## src/rtl/alarm_ring_if.sv

```systemverilog
// Bundle of signals between the clock core and the alarm ring controller.
// The master side (clock core) drives the time/compare events and the
// user button levels, and it receives the buzzer, LED and snooze status.
// The slave side is the ring controller.
interface alarm_ring_if;

    // Events and levels from the clock core and the front panel
    logic       enable;       // alarm armed switch level
    logic       alarm_match;  // current time == alarm time (level)
    logic       minute_tick;  // one-cycle pulse per minute
    logic       snooze_btn;   // debounced level, rising edge = press
    logic       stop_btn;     // debounced level, rising edge = press

    // Status back to the panel and the buzzer driver
    logic       ring;         // buzzer drive
    logic       led_ring;     // blinking alarm LED
    logic       snoozing;     // snooze in progress
    logic [3:0] snooze_left;  // minutes left in the current snooze
    logic [3:0] snooze_used;  // snoozes consumed in this session

    modport master (
        output enable,
        output alarm_match,
        output minute_tick,
        output snooze_btn,
        output stop_btn,
        input  ring,
        input  led_ring,
        input  snoozing,
        input  snooze_left,
        input  snooze_used
    );

    modport slave (
        input  enable,
        input  alarm_match,
        input  minute_tick,
        input  snooze_btn,
        input  stop_btn,
        output ring,
        output led_ring,
        output snoozing,
        output snooze_left,
        output snooze_used
    );

endinterface

```

## src/rtl/alarm_ring_ctrl.sv

```systemverilog
// Alarm ring controller.
// Turns the "time equals alarm time" level into a ringing session with
// snooze, stop, an unanswered-ring timeout and a blinking alarm LED.
// Every output is a flop loaded from the next-state decode, so outputs
// change on the clock edge that samples the causing input edge.
// Parameter ranges: SNOOZE_MIN 1..15, RING_TIMEOUT_MIN >= 1,
// MAX_SNOOZE 1..15, BLINK_ON < BLINK_PERIOD.
module alarm_ring_ctrl #(
    parameter int SNOOZE_MIN       = 9,
    parameter int RING_TIMEOUT_MIN = 5,
    parameter int MAX_SNOOZE       = 3,
    parameter int BLINK_PERIOD     = 50_000_000,
    parameter int BLINK_ON         = 10_000_000
) (
    input  logic               clk,
    input  logic               rst,   // synchronous, active-low
    alarm_ring_if.slave        bus
);

    // A timeout of one minute still needs a one-bit counter to exist.
    localparam int RM_W = (RING_TIMEOUT_MIN > 1) ? $clog2(RING_TIMEOUT_MIN) : 1;
    localparam int BL_W = (BLINK_PERIOD > 1) ? $clog2(BLINK_PERIOD) : 1;

    localparam logic [RM_W-1:0] RM_LAST  = RM_W'(RING_TIMEOUT_MIN - 1);
    localparam logic [BL_W-1:0] BL_LAST  = BL_W'(BLINK_PERIOD - 1);
    localparam logic [BL_W-1:0] BL_ON    = BL_W'(BLINK_ON);
    localparam logic [3:0]      SNZ_LOAD = 4'(SNOOZE_MIN);
    localparam logic [3:0]      SNZ_MAX  = 4'(MAX_SNOOZE);

    typedef enum logic [1:0] {
        ST_IDLE    = 2'd0,
        ST_RINGING = 2'd1,
        ST_SNOOZE  = 2'd2
    } state_t;

    state_t          state_q,       state_d;
    logic [RM_W-1:0] ring_min_q,    ring_min_d;
    logic [BL_W-1:0] blink_q,       blink_d;
    logic [3:0]      snooze_left_q, snooze_left_d;
    logic [3:0]      snooze_used_q, snooze_used_d;

    // Input history for rising-edge detection; reset to 1 so a level that
    // is already high when reset releases does not count as a press.
    logic match_hist_q, match_hist_d;
    logic snz_hist_q,   snz_hist_d;
    logic stop_hist_q,  stop_hist_d;

    // Registered outputs
    logic ring_q,     ring_d;
    logic led_ring_q, led_ring_d;
    logic snoozing_q, snoozing_d;

    logic match_edge;
    logic snz_edge;
    logic stop_edge;

    // Free-running blink phase, wrapping at the end of the period.
    function automatic logic [BL_W-1:0] blink_next(input logic [BL_W-1:0] cur);
        if (cur == BL_LAST) begin
            return '0;
        end
        return cur + BL_W'(1);
    endfunction

    // Rising edges relative to last cycle's input levels.
    always_comb begin
        match_edge = bus.alarm_match & ~match_hist_q;
        snz_edge   = bus.snooze_btn  & ~snz_hist_q;
        stop_edge  = bus.stop_btn    & ~stop_hist_q;
    end

    // Next-state decode: session control, counters and output values.
    always_comb begin
        state_d       = state_q;
        ring_min_d    = ring_min_q;
        snooze_left_d = snooze_left_q;
        snooze_used_d = snooze_used_q;
        blink_d       = blink_next(blink_q);

        match_hist_d  = bus.alarm_match;
        snz_hist_d    = bus.snooze_btn;
        stop_hist_d   = bus.stop_btn;

        unique case (state_q)
            ST_IDLE: begin
                // Only a fresh match edge starts a session; buttons and
                // ticks have no meaning while idle.
                if (bus.enable && match_edge) begin
                    state_d       = ST_RINGING;
                    ring_min_d    = '0;
                    snooze_used_d = '0;
                    blink_d       = '0;
                end
            end

            ST_RINGING: begin
                if (!bus.enable || stop_edge) begin
                    state_d       = ST_IDLE;
                    snooze_left_d = '0;
                end else if (snz_edge && (snooze_used_q < SNZ_MAX)) begin
                    // A tick arriving together with the snooze press is
                    // dropped: the snooze period starts full.
                    state_d       = ST_SNOOZE;
                    snooze_left_d = SNZ_LOAD;
                    snooze_used_d = snooze_used_q + 4'd1;
                end else if (bus.minute_tick) begin
                    if (ring_min_q == RM_LAST) begin
                        state_d       = ST_IDLE;
                        snooze_left_d = '0;
                    end else begin
                        ring_min_d = ring_min_q + RM_W'(1);
                    end
                end
            end

            ST_SNOOZE: begin
                if (!bus.enable || stop_edge) begin
                    state_d       = ST_IDLE;
                    snooze_left_d = '0;
                end else if (bus.minute_tick) begin
                    if (snooze_left_q == 4'd1) begin
                        state_d       = ST_RINGING;
                        ring_min_d    = '0;
                        blink_d       = '0;
                        snooze_left_d = '0;
                    end else begin
                        snooze_left_d = snooze_left_q - 4'd1;
                    end
                end
            end

            default: begin
                state_d       = ST_IDLE;
                snooze_left_d = '0;
            end
        endcase

        // The blink phase only advances while ringing, so every ringing
        // period begins with the LED on.
        if (state_d != ST_RINGING) begin
            blink_d = '0;
        end

        ring_d     = (state_d == ST_RINGING);
        snoozing_d = (state_d == ST_SNOOZE);
        led_ring_d = ring_d && (blink_d < BL_ON);
    end

    // State, counters, edge history and output registers.
    always_ff @(posedge clk) begin
        if (!rst) begin
            state_q       <= ST_IDLE;
            ring_min_q    <= '0;
            blink_q       <= '0;
            snooze_left_q <= '0;
            snooze_used_q <= '0;
            match_hist_q  <= 1'b1;
            snz_hist_q    <= 1'b1;
            stop_hist_q   <= 1'b1;
            ring_q        <= 1'b0;
            led_ring_q    <= 1'b0;
            snoozing_q    <= 1'b0;
        end else begin
            state_q       <= state_d;
            ring_min_q    <= ring_min_d;
            blink_q       <= blink_d;
            snooze_left_q <= snooze_left_d;
            snooze_used_q <= snooze_used_d;
            match_hist_q  <= match_hist_d;
            snz_hist_q    <= snz_hist_d;
            stop_hist_q   <= stop_hist_d;
            ring_q        <= ring_d;
            led_ring_q    <= led_ring_d;
            snoozing_q    <= snoozing_d;
        end
    end

    assign bus.ring        = ring_q;
    assign bus.led_ring    = led_ring_q;
    assign bus.snoozing    = snoozing_q;
    assign bus.snooze_left = snooze_left_q;
    assign bus.snooze_used = snooze_used_q;

endmodule

```

## src/flat_wrapper.sv

```systemverilog
// flat-port wrapper written by rule: the top's interface ports become plain ports
module alarm_ring_ctrl_flat 
#(
    parameter int SNOOZE_MIN       = 9,
    parameter int RING_TIMEOUT_MIN = 5,
    parameter int MAX_SNOOZE       = 3,
    parameter int BLINK_PERIOD     = 50_000_000,
    parameter int BLINK_ON         = 10_000_000
)
  (clk, rst, bus_enable, bus_alarm_match, bus_minute_tick, bus_snooze_btn, bus_stop_btn, bus_ring, bus_led_ring, bus_snoozing, bus_snooze_left, bus_snooze_used);
  alarm_ring_if bus_i ();
  input  logic clk;
  input  logic rst;
  input wire logic [$bits(bus_i.enable)-1:0] bus_enable;
  input wire logic [$bits(bus_i.alarm_match)-1:0] bus_alarm_match;
  input wire logic [$bits(bus_i.minute_tick)-1:0] bus_minute_tick;
  input wire logic [$bits(bus_i.snooze_btn)-1:0] bus_snooze_btn;
  input wire logic [$bits(bus_i.stop_btn)-1:0] bus_stop_btn;
  output wire logic [$bits(bus_i.ring)-1:0] bus_ring;
  output wire logic [$bits(bus_i.led_ring)-1:0] bus_led_ring;
  output wire logic [$bits(bus_i.snoozing)-1:0] bus_snoozing;
  output wire logic [$bits(bus_i.snooze_left)-1:0] bus_snooze_left;
  output wire logic [$bits(bus_i.snooze_used)-1:0] bus_snooze_used;
  assign bus_i.enable = bus_enable;
  assign bus_i.alarm_match = bus_alarm_match;
  assign bus_i.minute_tick = bus_minute_tick;
  assign bus_i.snooze_btn = bus_snooze_btn;
  assign bus_i.stop_btn = bus_stop_btn;
  assign bus_ring = bus_i.ring;
  assign bus_led_ring = bus_i.led_ring;
  assign bus_snoozing = bus_i.snoozing;
  assign bus_snooze_left = bus_i.snooze_left;
  assign bus_snooze_used = bus_i.snooze_used;
  alarm_ring_ctrl #(.SNOOZE_MIN(SNOOZE_MIN), .RING_TIMEOUT_MIN(RING_TIMEOUT_MIN), .MAX_SNOOZE(MAX_SNOOZE), .BLINK_PERIOD(BLINK_PERIOD), .BLINK_ON(BLINK_ON)) u_core (.clk(clk), .rst(rst), .bus(bus_i));
endmodule
```

## config.mk

```make
export PLATFORM = sky130hd
export DESIGN_NAME = alarm_ring_ctrl_flat
export DESIGN_NICKNAME = d
export VERILOG_FILES = /design/src/rtl/alarm_ring_if.sv /design/src/rtl/alarm_ring_ctrl.sv /design/src/flat_wrapper.sv
export SDC_FILE = /design/constraint.sdc
export NUM_CORES = 1
export LEC_CHECK = 0
export CORE_AREA = 2 2 70 72
export DETAILED_ROUTE_END_ITERATION = 10
export DIE_AREA = 0 0 72 74
export PLACE_DENSITY = 0.79
export SLEW_MARGIN = 10
export SYNTH_ARGS = -nofsm -noshare
export SYNTH_HDL_FRONTEND = slang
export SYNTH_SLANG_ARGS = --single-unit
```

## constraint.sdc

```tcl
create_clock -name clk -period 2.88 [get_ports clk]
set_input_delay 0.432 -clock clk [delete_from_list [all_inputs] [get_ports clk]]
set_output_delay 0.432 -clock clk [all_outputs]
set_load 0.02 [all_outputs]
```

==> results of run 1 <==
==> layout make-up <==
type                            count  area (sq um)  share of cell area [%]
Multi-Input combinational cell    238          1600                    54.1
Inverter                           14          52.6                    1.78
Sequential cell                    45           901                    30.5
Clock inverter                      3          65.1                    2.20
Clock buffer                        5          68.8                    2.33
Tap cell                           54          67.6                    2.29
Timing Repair Buffer               21           200                    6.77
==> layout by cell type (no fill, tap or decap), drive strengths merged, types with 5 or more instances in the layout <==
master          n
nand4          10
a21boi          5
and3            6
inv            14
o21ai          14
clkdlybuf4s50  17
nand3          21
nor4            6
a21oi           9
nor3           13
clkbuf          5
dfxtp          45
nor2b           6
ha             10
nand2b          9
and4            5
xnor2          18
nand2          17
and2            5
xor2            9
nor2           39
==> per-layer routing <==
| metal | GRT usage [%] | part of all wire, % | vias up |
|---|---|---|---|
| met1 | 25.9 | 45 | 1084 |
| met5 | 0 | 0 | - |
| met4 | 6.50 | 0.36 | 0 |
| met3 | 4.61 | 4.1 | 2 |
| li1 | - | - | 1123 |
| met2 | 37.8 | 50 | 52 |
==> registers in the layout, summed over array words and instances, names as in the netlist <==
signal,flops
u_core.bus.ring,1
u_core.snz_hist_q,1
u_core.stop_hist_q,1
u_core.match_hist_q,1
u_core.bus.snooze_used,4
u_core.blink_q,26
u_core.state_q,2
u_core.ring_min_q,3
u_core.bus.snoozing,1
u_core.bus.snooze_left,4
u_core.bus.led_ring,1
==> worst max-delay path by stage <==
stage	start	endpoint	depth (start not counted)
after floorplan	u_core.bus.snooze_left[1]	u_core.blink_q[15]	11
after global placement	bus_enable	u_core.blink_q[22]	9
after detailed placement	bus_enable	u_core.blink_q[13]	9
after CTS	u_core.blink_q[0]	u_core.bus.led_ring	8
after global routing	u_core.blink_q[0]	u_core.bus.led_ring	9
final	u_core.blink_q[0]	u_core.bus.led_ring	8
==> tightest hold or removal path: stages, from the launching register on <==
cell	delay [ps]
sky130_fd_sc_hd__dfxtp_1	330
sky130_fd_sc_hd__nand2_1	50
sky130_fd_sc_hd__a21boi_0	70
==> through the flow <==
| stage | instance area [sq um] | std cells | utilization (%) | power (W) | setup slack [ps] |
|---|---|---|---|---|---|
| final | 2960 | 380 | 64.3 | 0.00124 | 386 |
| after detailed placement | 2820 | 372 | 61.4 | 0.000694 | 258 |
| after global routing | 2960 | 380 | 64.3 | 0.00129 | 187 |
| after global placement | 2820 | 372 | 61.4 | 0.000694 | 325 |
| after floorplan | 2640 | 309 | - | 0.000675 | 738 |
| after CTS | 2960 | 380 | 64.3 | 0.00125 | 371 |
==> kinds of logic (layout without fill, tap and decap cells) <==
| logic type | Yosys count | count (layout) |
|---|---|---|
| compound gates | 48 | 48 |
| xor+xnor | 27 | 27 |
| fa+ha+maj | 10 | 10 |
| buf+inv | 26 | 43 |
| flops | 45 | 45 |
| mux | 2 | 2 |
| simple gates | 151 | 151 |
==> power by group through the flow <==
stage	combinational, W	sequential, W	clock (W)
after floorplan	0.0000306	0.000644	0
after global placement	0.0000503	0.000643	0
after detailed placement	0.0000508	0.000643	0
after CTS	0.0000510	0.000629	0.000574
after global routing	0.0000567	0.000630	0.000600
final	0.0000506	0.000629	0.000562
==> report_table.html, run 1 <==
<table>
<tr><th>Metric</th><th>Value</th></tr>
<tr><th colspan="2">Logic synthesis</th></tr>
<tr><td>Number of library cell types mapped by synthesis</td><td>61</td></tr>
<tr><td>Netlist area before placement</td><td>2640 sq um</td></tr>
<tr><td>Synthesized-area fraction occupied by ao, oa, aoi and oai cells</td><td>12.3%</td></tr>
<tr><td>Number of cells produced by synthesis</td><td>309</td></tr>
<tr><td>Share of flip-flops with an asynchronous set or reset</td><td>0%</td></tr>
<tr><td>Most numerous cell types in the synthesized netlist</td><td>45 x sky130_fd_sc_hd__dfxtp_1, 38 x sky130_fd_sc_hd__nor2_1, 20 x sky130_fd_sc_hd__nand3_1, 18 x sky130_fd_sc_hd__xnor2_1, 17 x sky130_fd_sc_hd__nand2_1</td></tr>
<tr><td>Portion of the post-synthesis area used by sequential elements</td><td>34.1%</td></tr>
<tr><td>Mean instance size in the synthesized netlist</td><td>8.55 sq um</td></tr>
<tr><td>Post-synth EDFFs</td><td>0</td></tr>
<tr><td>Warnings from Yosys</td><td>0</td></tr>
<tr><td>Simple-gate share of the synthesized area</td><td>33.8%</td></tr>
<tr><td>Largest family of logic cells by synthesized area</td><td>simple AND/OR/NAND/NOR gates</td></tr>
<tr><td>Syn Nets</td><td>326</td></tr>
<tr><td>Number of register bits inferred by synthesis</td><td>45</td></tr>
<tr><td>Proportion of netlist area held by the largest area contributor</td><td>34.1%</td></tr>
<tr><td>Top cells by area, synth</td><td>sky130_fd_sc_hd__dfxtp_1 34%, sky130_fd_sc_hd__xnor2_1 6.0%, sky130_fd_sc_hd__nor2_1 5.4%, sky130_fd_sc_hd__ha_1 4.7%, sky130_fd_sc_hd__nand3_1 3.8%</td></tr>
<tr><td>Mux cell area share after synthesis</td><td>0.758%</td></tr>
<tr><td>Area share of xor/xnor cells in the synthesized design</td><td>8.95%</td></tr>
<tr><td>Synthesized-area fraction occupied by adder cells</td><td>4.74%</td></tr>
<tr><td>Dominant cell type by area after synthesis</td><td>sky130_fd_sc_hd__dfxtp_1</td></tr>
<tr><td>Cell with the most instances after synthesis</td><td>sky130_fd_sc_hd__dfxtp_1</td></tr>
<tr><td>Post-synth top flop</td><td>sky130_fd_sc_hd__dfxtp_1</td></tr>
<tr><th colspan="2">Critical path</th></tr>
<tr><td>Critical path startpoint category</td><td>register</td></tr>
<tr><td>Start of the worst register-to-register path</td><td>u_core.blink_q[0]</td></tr>
<tr><td>Worst-path maximum fanout</td><td>6</td></tr>
<tr><td>Worst R2R End</td><td>u_core.bus.led_ring</td></tr>
<tr><td>Required time at the worst-slack endpoint</td><td>3050 ps</td></tr>
<tr><td>CP Buf/Inv Count</td><td>0</td></tr>
<tr><td>Worst EP arrival</td><td>2670 ps</td></tr>
<tr><td>Cell type group with the largest total delay on the critical path</td><td>compound AO/OA/AOI/OAI gates</td></tr>
<tr><td>R2R setup slack</td><td>390 ps</td></tr>
<tr><td>Kind of critical path</td><td>register to register</td></tr>
<tr><td>Cell type of the slowest stage on the worst timing path</td><td>sky130_fd_sc_hd__dfxtp_1</td></tr>
<tr><td>Length in cells of the worst reg-to-reg path</td><td>8</td></tr>
<tr><td>List of cells traversed by the critical path</td><td>ha_1 &gt; and3_1 &gt; nand4_4 &gt; xor2_1 &gt; a311o_1 &gt; o32a_1 &gt; o211ai_2 &gt; a311oi_1</td></tr>
<tr><td>Stage delay of the slowest cell on the critical path</td><td>460 ps</td></tr>
<tr><td>Setup crit end kind</td><td>register</td></tr>
<tr><th colspan="2">Hold path</th></tr>
<tr><td>Type of the worst min-delay path</td><td>register to register</td></tr>
<tr><td>Number of instances on the worst hold path</td><td>2</td></tr>
<tr><td>Min-delay src</td><td>u_core.ring_min_q[1]</td></tr>
<tr><td>Worst Hold Endpoint</td><td>u_core.ring_min_q[1]</td></tr>
<tr><th colspan="2">Floorplan</th></tr>
<tr><td>Overall die area</td><td>5330 sq um</td></tr>
<tr><td>Ports placed on the boundary</td><td>18</td></tr>
<tr><td>Die H</td><td>74 um</td></tr>
<tr><td>Floorplan die width</td><td>72 um</td></tr>
<tr><td>Core outline area</td><td>4600 sq um</td></tr>
<tr><td>Effective utilization at floorplan</td><td>57.4%</td></tr>
<tr><td>Row cnt</td><td>25</td></tr>
<tr><th colspan="2">Placement</th></tr>
<tr><td>Count of port buffers added during placement</td><td>17</td></tr>
<tr><td>Post-detailed-placement half-perimeter wirelength</td><td>3.72 mm</td></tr>
<tr><td>Final weighted congestion of routability-driven global placement</td><td>0.939</td></tr>
<tr><th colspan="2">GRT</th></tr>
<tr><td>Total routing resource utilization after global routing</td><td>21.2%</td></tr>
<tr><td>Global-route congestion overflow total</td><td>0</td></tr>
<tr><td>Largest net degree at the start of global routing</td><td>26</td></tr>
<tr><td>Via count of the first global-routing pass</td><td>2007</td></tr>
<tr><td>Wire length of the first global-routing pass</td><td>9.06 mm</td></tr>
<tr><td>Number of antenna violations at the first check in global routing</td><td>0</td></tr>
<tr><th colspan="2">Drt</th></tr>
<tr><td>Vias post-DR</td><td>2261</td></tr>
<tr><td>Antenna-violating nets left</td><td>0</td></tr>
<tr><td>Routed vias/inst</td><td>5.95</td></tr>
<tr><td>Detailed-route wire length per cell</td><td>13.8 um</td></tr>
<tr><td>DRC</td><td>0</td></tr>
<tr><td>First-pass iteration count of the detailed router</td><td>4</td></tr>
<tr><td>Routed wire length</td><td>5.23 mm</td></tr>
<tr><td>Detailed Route Iter0 Violations</td><td>190</td></tr>
<tr><th colspan="2">Timing</th></tr>
<tr><td>Final-layout worst hold slack</td><td>494 ps</td></tr>
<tr><td>Setup TNS Final</td><td>0 ps</td></tr>
<tr><td>Total count of max-transition violations in the final report</td><td>0</td></tr>
<tr><td>Fin crit share</td><td>86.6%</td></tr>
<tr><td>Final Hold Fails</td><td>0</td></tr>
<tr><td>RSZ-0062 raised after global routing</td><td>no</td></tr>
<tr><td>Maximum frequency from static timing analysis</td><td>401 MHz</td></tr>
<tr><td>Worst slew pin tran</td><td>467 ps</td></tr>
<tr><td>Max-slew headroom at the worst pin</td><td>68.6%</td></tr>
<tr><td>Count of endpoints failing setup in the final report</td><td>0</td></tr>
<tr><td>Final Skew</td><td>2.84 ps</td></tr>
<tr><td>Post-route minimum period</td><td>2490 ps</td></tr>
<tr><th colspan="2">Pwr</th></tr>
<tr><td>Portion of total power attributed to sequential cells</td><td>50.6%</td></tr>
<tr><td>Leakage</td><td>1.06 nW</td></tr>
<tr><td>Peak supply drop</td><td>0.194 mV</td></tr>
<tr><td>Net switching fraction of the power</td><td>20.0%</td></tr>
<tr><td>Int Pwr</td><td>0.000993 W</td></tr>
<tr><td>Sw power</td><td>0.000248 W</td></tr>
<tr><td>Fraction of power consumed by combinational cells</td><td>4.1%</td></tr>
<tr><td>Pwr/cell area</td><td>420 nW/um^2</td></tr>
<tr><td>Clock network fraction of total power</td><td>45.3%</td></tr>
<tr><th colspan="2">Clock tree</th></tr>
<tr><td>Number of hold buffers added after CTS</td><td>0</td></tr>
<tr><td>Clock input transition at the sequential cells of the worst setup and hold paths</td><td>80 ps</td></tr>
<tr><td>Sink count of the clock tree</td><td>45</td></tr>
<tr><td>Maximum root-to-sink buffer count</td><td>2</td></tr>
<tr><td>Total CTS buffers</td><td>5</td></tr>
<tr><td>Count of H-tree levels built during CTS</td><td>2</td></tr>
<tr><td>Postcts setup bufs</td><td>0</td></tr>
<tr><td>Count of instances resized after the clock tree is built</td><td>0</td></tr>
<tr><td>TritonCTS clock tree</td><td>built</td></tr>
<tr><td>Root buffer cell</td><td>sky130_fd_sc_hd__clkbuf_8</td></tr>
<tr><td>Clock latency on the worst-skew pair</td><td>300 ps</td></tr>
<tr><th colspan="2">Cells and area</th></tr>
<tr><td>Antenna diode instance count</td><td>0</td></tr>
<tr><td>Filler cell count in the final layout</td><td>397</td></tr>
<tr><td>Proportion of layout cells with a drive suffix above 1</td><td>8.59%</td></tr>
<tr><td>Layout Nets</td><td>342</td></tr>
<tr><td>Layout-stage area growth over the synthesis result</td><td>11.9%</td></tr>
<tr><th colspan="2">Outcome</th></tr>
<tr><td>Outcome</td><td>completed</td></tr>
<tr><th colspan="2">Run</th></tr>
<tr><td>Number of violations of the max-capacitance limit</td><td>0</td></tr>
</table>
Power figures use the tool's default switching activity.
==> inputs of run 2 (changes only) <==
Clock period 2.88 ns to 2.5 ns, I/O delays scaled along.
==> report_table.html, run 2 (same netlist as run 1, synthesis figures left out) <==
<table>
<tr><th>Metric</th><th>Value</th></tr>
<tr><th colspan="2">Floorplan</th></tr>
<tr><td>Ports placed on the boundary</td><td>18 (unchanged)</td></tr>
<tr><td>Row cnt</td><td>25 (unchanged)</td></tr>
<tr><td>Die H</td><td>74 um (unchanged)</td></tr>
<tr><td>Effective utilization at floorplan</td><td>57.4% (unchanged)</td></tr>
<tr><td>Overall die area</td><td>5330 sq um (unchanged)</td></tr>
<tr><td>Core outline area</td><td>4600 sq um (unchanged)</td></tr>
<tr><td>Floorplan die width</td><td>72 um (unchanged)</td></tr>
<tr><th colspan="2">Drt</th></tr>
<tr><td>M1 WL</td><td>2.49 mm (+5.3%)</td></tr>
<tr><td>Met3 Wirelength</td><td>254 um (+18%)</td></tr>
<tr><td>Vias post-DR</td><td>2319 (+2.6%)</td></tr>
<tr><td>Routed vias/inst</td><td>5.99 (+0.71%)</td></tr>
<tr><td>Sum of met2 wire segment lengths after detailed routing</td><td>2.73 mm (+3.9%)</td></tr>
<tr><td>Detailed Route Iter0 Violations</td><td>171 (-10%)</td></tr>
<tr><td>Uppermost metal layer occupied by signal nets</td><td>met4</td></tr>
<tr><td>Routed wire length</td><td>5.62 mm (+7.5%)</td></tr>
<tr><td>DRC</td><td>0 (unchanged)</td></tr>
<tr><td>Antenna-violating nets left</td><td>0 (unchanged)</td></tr>
<tr><td>Detailed-route wire length per cell</td><td>14.5 um (+5.5%)</td></tr>
<tr><td>First-pass iteration count of the detailed router</td><td>5 (+1)</td></tr>
<tr><th colspan="2">Critical path</th></tr>
<tr><td>Critical path startpoint category</td><td>register</td></tr>
<tr><td>Setup crit end kind</td><td>register</td></tr>
<tr><td>Start of the worst register-to-register path</td><td>u_core.blink_q[1]</td></tr>
<tr><td>Stage delay of the slowest cell on the critical path</td><td>350 ps (-110 ps)</td></tr>
<tr><td>Required time at the worst-slack endpoint</td><td>2690 ps (-360 ps)</td></tr>
<tr><td>Worst EP arrival</td><td>2410 ps (-260 ps)</td></tr>
<tr><td>Critical Path Start</td><td>u_core.blink_q[1]</td></tr>
<tr><td>Length in cells of the worst reg-to-reg path</td><td>9 (+1)</td></tr>
<tr><td>R2R setup slack</td><td>280 ps (-110 ps)</td></tr>
<tr><td>CP endpoint</td><td>u_core.bus.led_ring</td></tr>
<tr><td>Worst-path maximum fanout</td><td>6 (unchanged)</td></tr>
<tr><td>Worst R2R End</td><td>u_core.bus.led_ring</td></tr>
<tr><td>Cell type of the slowest stage on the worst timing path</td><td>sky130_fd_sc_hd__dfxtp_1</td></tr>
<tr><td>List of cells traversed by the critical path</td><td>ha_1 &gt; and3_1 &gt; buf_4 &gt; nand4_1 &gt; or2_1 &gt; nor2_1 &gt; nor3_1 &gt; a311oi_1 &gt; a311oi_1</td></tr>
<tr><td>Kind of critical path</td><td>register to register</td></tr>
<tr><td>Most repeated library cell on the critical path</td><td>sky130_fd_sc_hd__a311oi_1</td></tr>
<tr><th colspan="2">Cells and area</th></tr>
<tr><td>Layout Nets</td><td>349 (+2.0%)</td></tr>
<tr><td>Layout-stage area growth over the synthesis result</td><td>13.1%</td></tr>
<tr><td>Register containing the most flip-flops in the final layout</td><td>u_core.blink_q</td></tr>
<tr><td>Proportion of layout cells with a drive suffix above 1</td><td>10.5% (+1.9 points)</td></tr>
<tr><td>Post-route cell area</td><td>2990 sq um (+1.1%)</td></tr>
<tr><td>End-of-flow core utilization</td><td>65.0% (+0.71 points)</td></tr>
<tr><td>Max FFs per register</td><td>26 (unchanged)</td></tr>
<tr><td>Most frequent cells in the layout</td><td>45 x sky130_fd_sc_hd__dfxtp_1, 38 x sky130_fd_sc_hd__nor2_1, 20 x sky130_fd_sc_hd__nand3_1</td></tr>
<tr><td>Most common cell after layout, fill and taps aside</td><td>sky130_fd_sc_hd__dfxtp_1</td></tr>
<tr><td>Antenna diode instance count</td><td>0 (unchanged)</td></tr>
<tr><th colspan="2">Timing</th></tr>
<tr><td>Final Skew</td><td>5.95 ps (+3.11 ps)</td></tr>
<tr><td>Fin crit share</td><td>88.8% (+2.2 points)</td></tr>
<tr><td>Worst slew pin tran</td><td>511 ps (+43.6 ps)</td></tr>
<tr><td>Max-slew headroom at the worst pin</td><td>65.7% (-3.0 points)</td></tr>
<tr><td>Count of endpoints failing setup in the final report</td><td>0 (unchanged)</td></tr>
<tr><td>Final Hold Fails</td><td>0 (unchanged)</td></tr>
<tr><td>RSZ-0062 raised after global routing</td><td>no</td></tr>
<tr><td>Post-route minimum period</td><td>2220 ps (-273 ps)</td></tr>
<tr><td>Total count of max-transition violations in the final report</td><td>0 (unchanged)</td></tr>
<tr><td>Maximum frequency from static timing analysis</td><td>450 MHz (+12%)</td></tr>
<tr><td>Setup TNS Final</td><td>0 ps (unchanged)</td></tr>
<tr><th colspan="2">Pwr</th></tr>
<tr><td>Net switching fraction of the power</td><td>22.7% (+2.7 points)</td></tr>
<tr><td>Leakage</td><td>1.08 nW (+2.7%)</td></tr>
<tr><td>Sw power</td><td>0.000294 W (+19%)</td></tr>
<tr><td>Clock network fraction of total power</td><td>39.1% (-6.2 points)</td></tr>
<tr><td>Int Pwr</td><td>0.00100 W (+0.76%)</td></tr>
<tr><td>Portion of total power attributed to sequential cells</td><td>55.9% (+5.3 points)</td></tr>
<tr><td>Fraction of power consumed by combinational cells</td><td>5.0% (+0.9 points)</td></tr>
<tr><td>Pwr/cell area</td><td>434 nW/um^2 (+3.2%)</td></tr>
<tr><td>Peak supply drop</td><td>0.271 mV (+40%)</td></tr>
<tr><th colspan="2">Hold path</th></tr>
<tr><td>Number of instances on the worst hold path</td><td>2 (unchanged)</td></tr>
<tr><td>Type of the worst min-delay path</td><td>register to register</td></tr>
<tr><th colspan="2">Outcome</th></tr>
<tr><td>Outcome</td><td>completed</td></tr>
<tr><th colspan="2">Placement</th></tr>
<tr><td>Post-DP Area</td><td>2890 sq um (+2.3%)</td></tr>
<tr><td>Final weighted congestion of routability-driven global placement</td><td>0.977 (+4.0%)</td></tr>
<tr><td>Count of port buffers added during placement</td><td>17 (unchanged)</td></tr>
<tr><td>Post-detailed-placement half-perimeter wirelength</td><td>4.06 mm (+9.1%)</td></tr>
<tr><th colspan="2">Clock tree</th></tr>
<tr><td>Clock input transition at the sequential cells of the worst setup and hold paths</td><td>90 ps (about the same)</td></tr>
<tr><td>Sink count of the clock tree</td><td>45 (unchanged)</td></tr>
<tr><td>Number of hold buffers added after CTS</td><td>0 (unchanged)</td></tr>
<tr><td>Count of instances resized after the clock tree is built</td><td>0 (unchanged)</td></tr>
<tr><td>Total CTS buffers</td><td>5 (unchanged)</td></tr>
<tr><td>Root buffer cell</td><td>sky130_fd_sc_hd__clkbuf_8</td></tr>
<tr><td>Postcts setup bufs</td><td>0 (unchanged)</td></tr>
<tr><td>Count of H-tree levels built during CTS</td><td>2 (unchanged)</td></tr>
<tr><td>Clock latency on the worst-skew pair</td><td>310 ps (about the same)</td></tr>
<tr><td>TritonCTS clock tree</td><td>built</td></tr>
<tr><td>Maximum root-to-sink buffer count</td><td>2 (unchanged)</td></tr>
<tr><th colspan="2">Run</th></tr>
<tr><td>Number of violations of the max-capacitance limit</td><td>0 (unchanged)</td></tr>
<tr><th colspan="2">GRT</th></tr>
<tr><td>Number of antenna violations at the first check in global routing</td><td>0 (unchanged)</td></tr>
<tr><td>Via count of the first global-routing pass</td><td>2184 (+8.8%)</td></tr>
<tr><td>Wire length of the first global-routing pass</td><td>9.54 mm (+5.3%)</td></tr>
<tr><td>Total routing resource utilization after global routing</td><td>22.6% (+1.4 points)</td></tr>
<tr><td>Largest net degree at the start of global routing</td><td>26 (unchanged)</td></tr>
<tr><td>Global-route congestion overflow total</td><td>0 (unchanged)</td></tr>
</table>
## run 2: changes by cell type in the layout (fill, tap and decap cells not counted)
| cell | change |
|---|---|
| sky130_fd_sc_hd__buf_12 | +1 |
| sky130_fd_sc_hd__buf_4 | +6 |
| sky130_fd_sc_hd__bufinv_16 | -2 |
| sky130_fd_sc_hd__clkbuf_8 | +2 |
## run 2: through the flow
| stage | setup slack (ps) | total power (W) | instances | hold WS (ps) |
|---|---|---|---|---|
| floorplan | 358 | 0.000778 | 309 | 448 |
| global placement | 112 | 0.000803 | 379 | 470 |
| detailed placement | 39.0 | 0.000805 | 379 | 484 |
| CTS | 281 | 0.00130 | 387 | 495 |
| global route | 37.6 | 0.00133 | 387 | 522 |
| finish | 279 | 0.00130 | 387 | 491 |
## run 2: layout make-up
class / count / area [sq um]
clock inverters: 1 / 5.00
repair buffers: 28 / 265
clock buffers: 7 / 96.3
fillers: 397 / 1610
inverters: 14 / 52.6
well taps: 54 / 67.6
multi-input cells: 238 / 1600
flip-flops and latches: 45 / 901
## run 2: worst min path at each step
stage	startpoint	end	slack (ps)
after floorplan	rst	u_core.match_hist_q	450
after global placement	u_core.ring_min_q[1]	u_core.ring_min_q[1]	470
after detailed placement	u_core.ring_min_q[1]	u_core.ring_min_q[1]	480
after CTS	u_core.ring_min_q[1]	u_core.ring_min_q[1]	500
after global routing	u_core.ring_min_q[1]	u_core.ring_min_q[1]	520
final	u_core.ring_min_q[1]	u_core.ring_min_q[1]	490
## run 2: power by group through the flow
stage / registers, W / logic [W] / clock network (W)
after floorplan: 0.000742 / 0.0000353 / 0
after global placement: 0.000740 / 0.0000630 / 0
after detailed placement: 0.000741 / 0.0000640 / 0
after CTS: 0.000724 / 0.0000645 / 0.000510
after global routing: 0.000725 / 0.0000715 / 0.000535
final: 0.000724 / 0.0000647 / 0.000507
## run 2: critical path, delay by kind of cell (launching register included)
kind	cells	cell delay [ps]
compound gates	2	390
fa+ha+maj	1	230
buf+inv	1	190
flops	1	350
simple gates	5	950
## run 2: routing by layer
metal | global-route usage [%] | vias up
met4 | 10.7 | 0
met1 | 27.1 | 1085
met2 | 39.8 | 75
met5 | 0 | -
li1 | - | 1143
met3 | 3.66 | 16
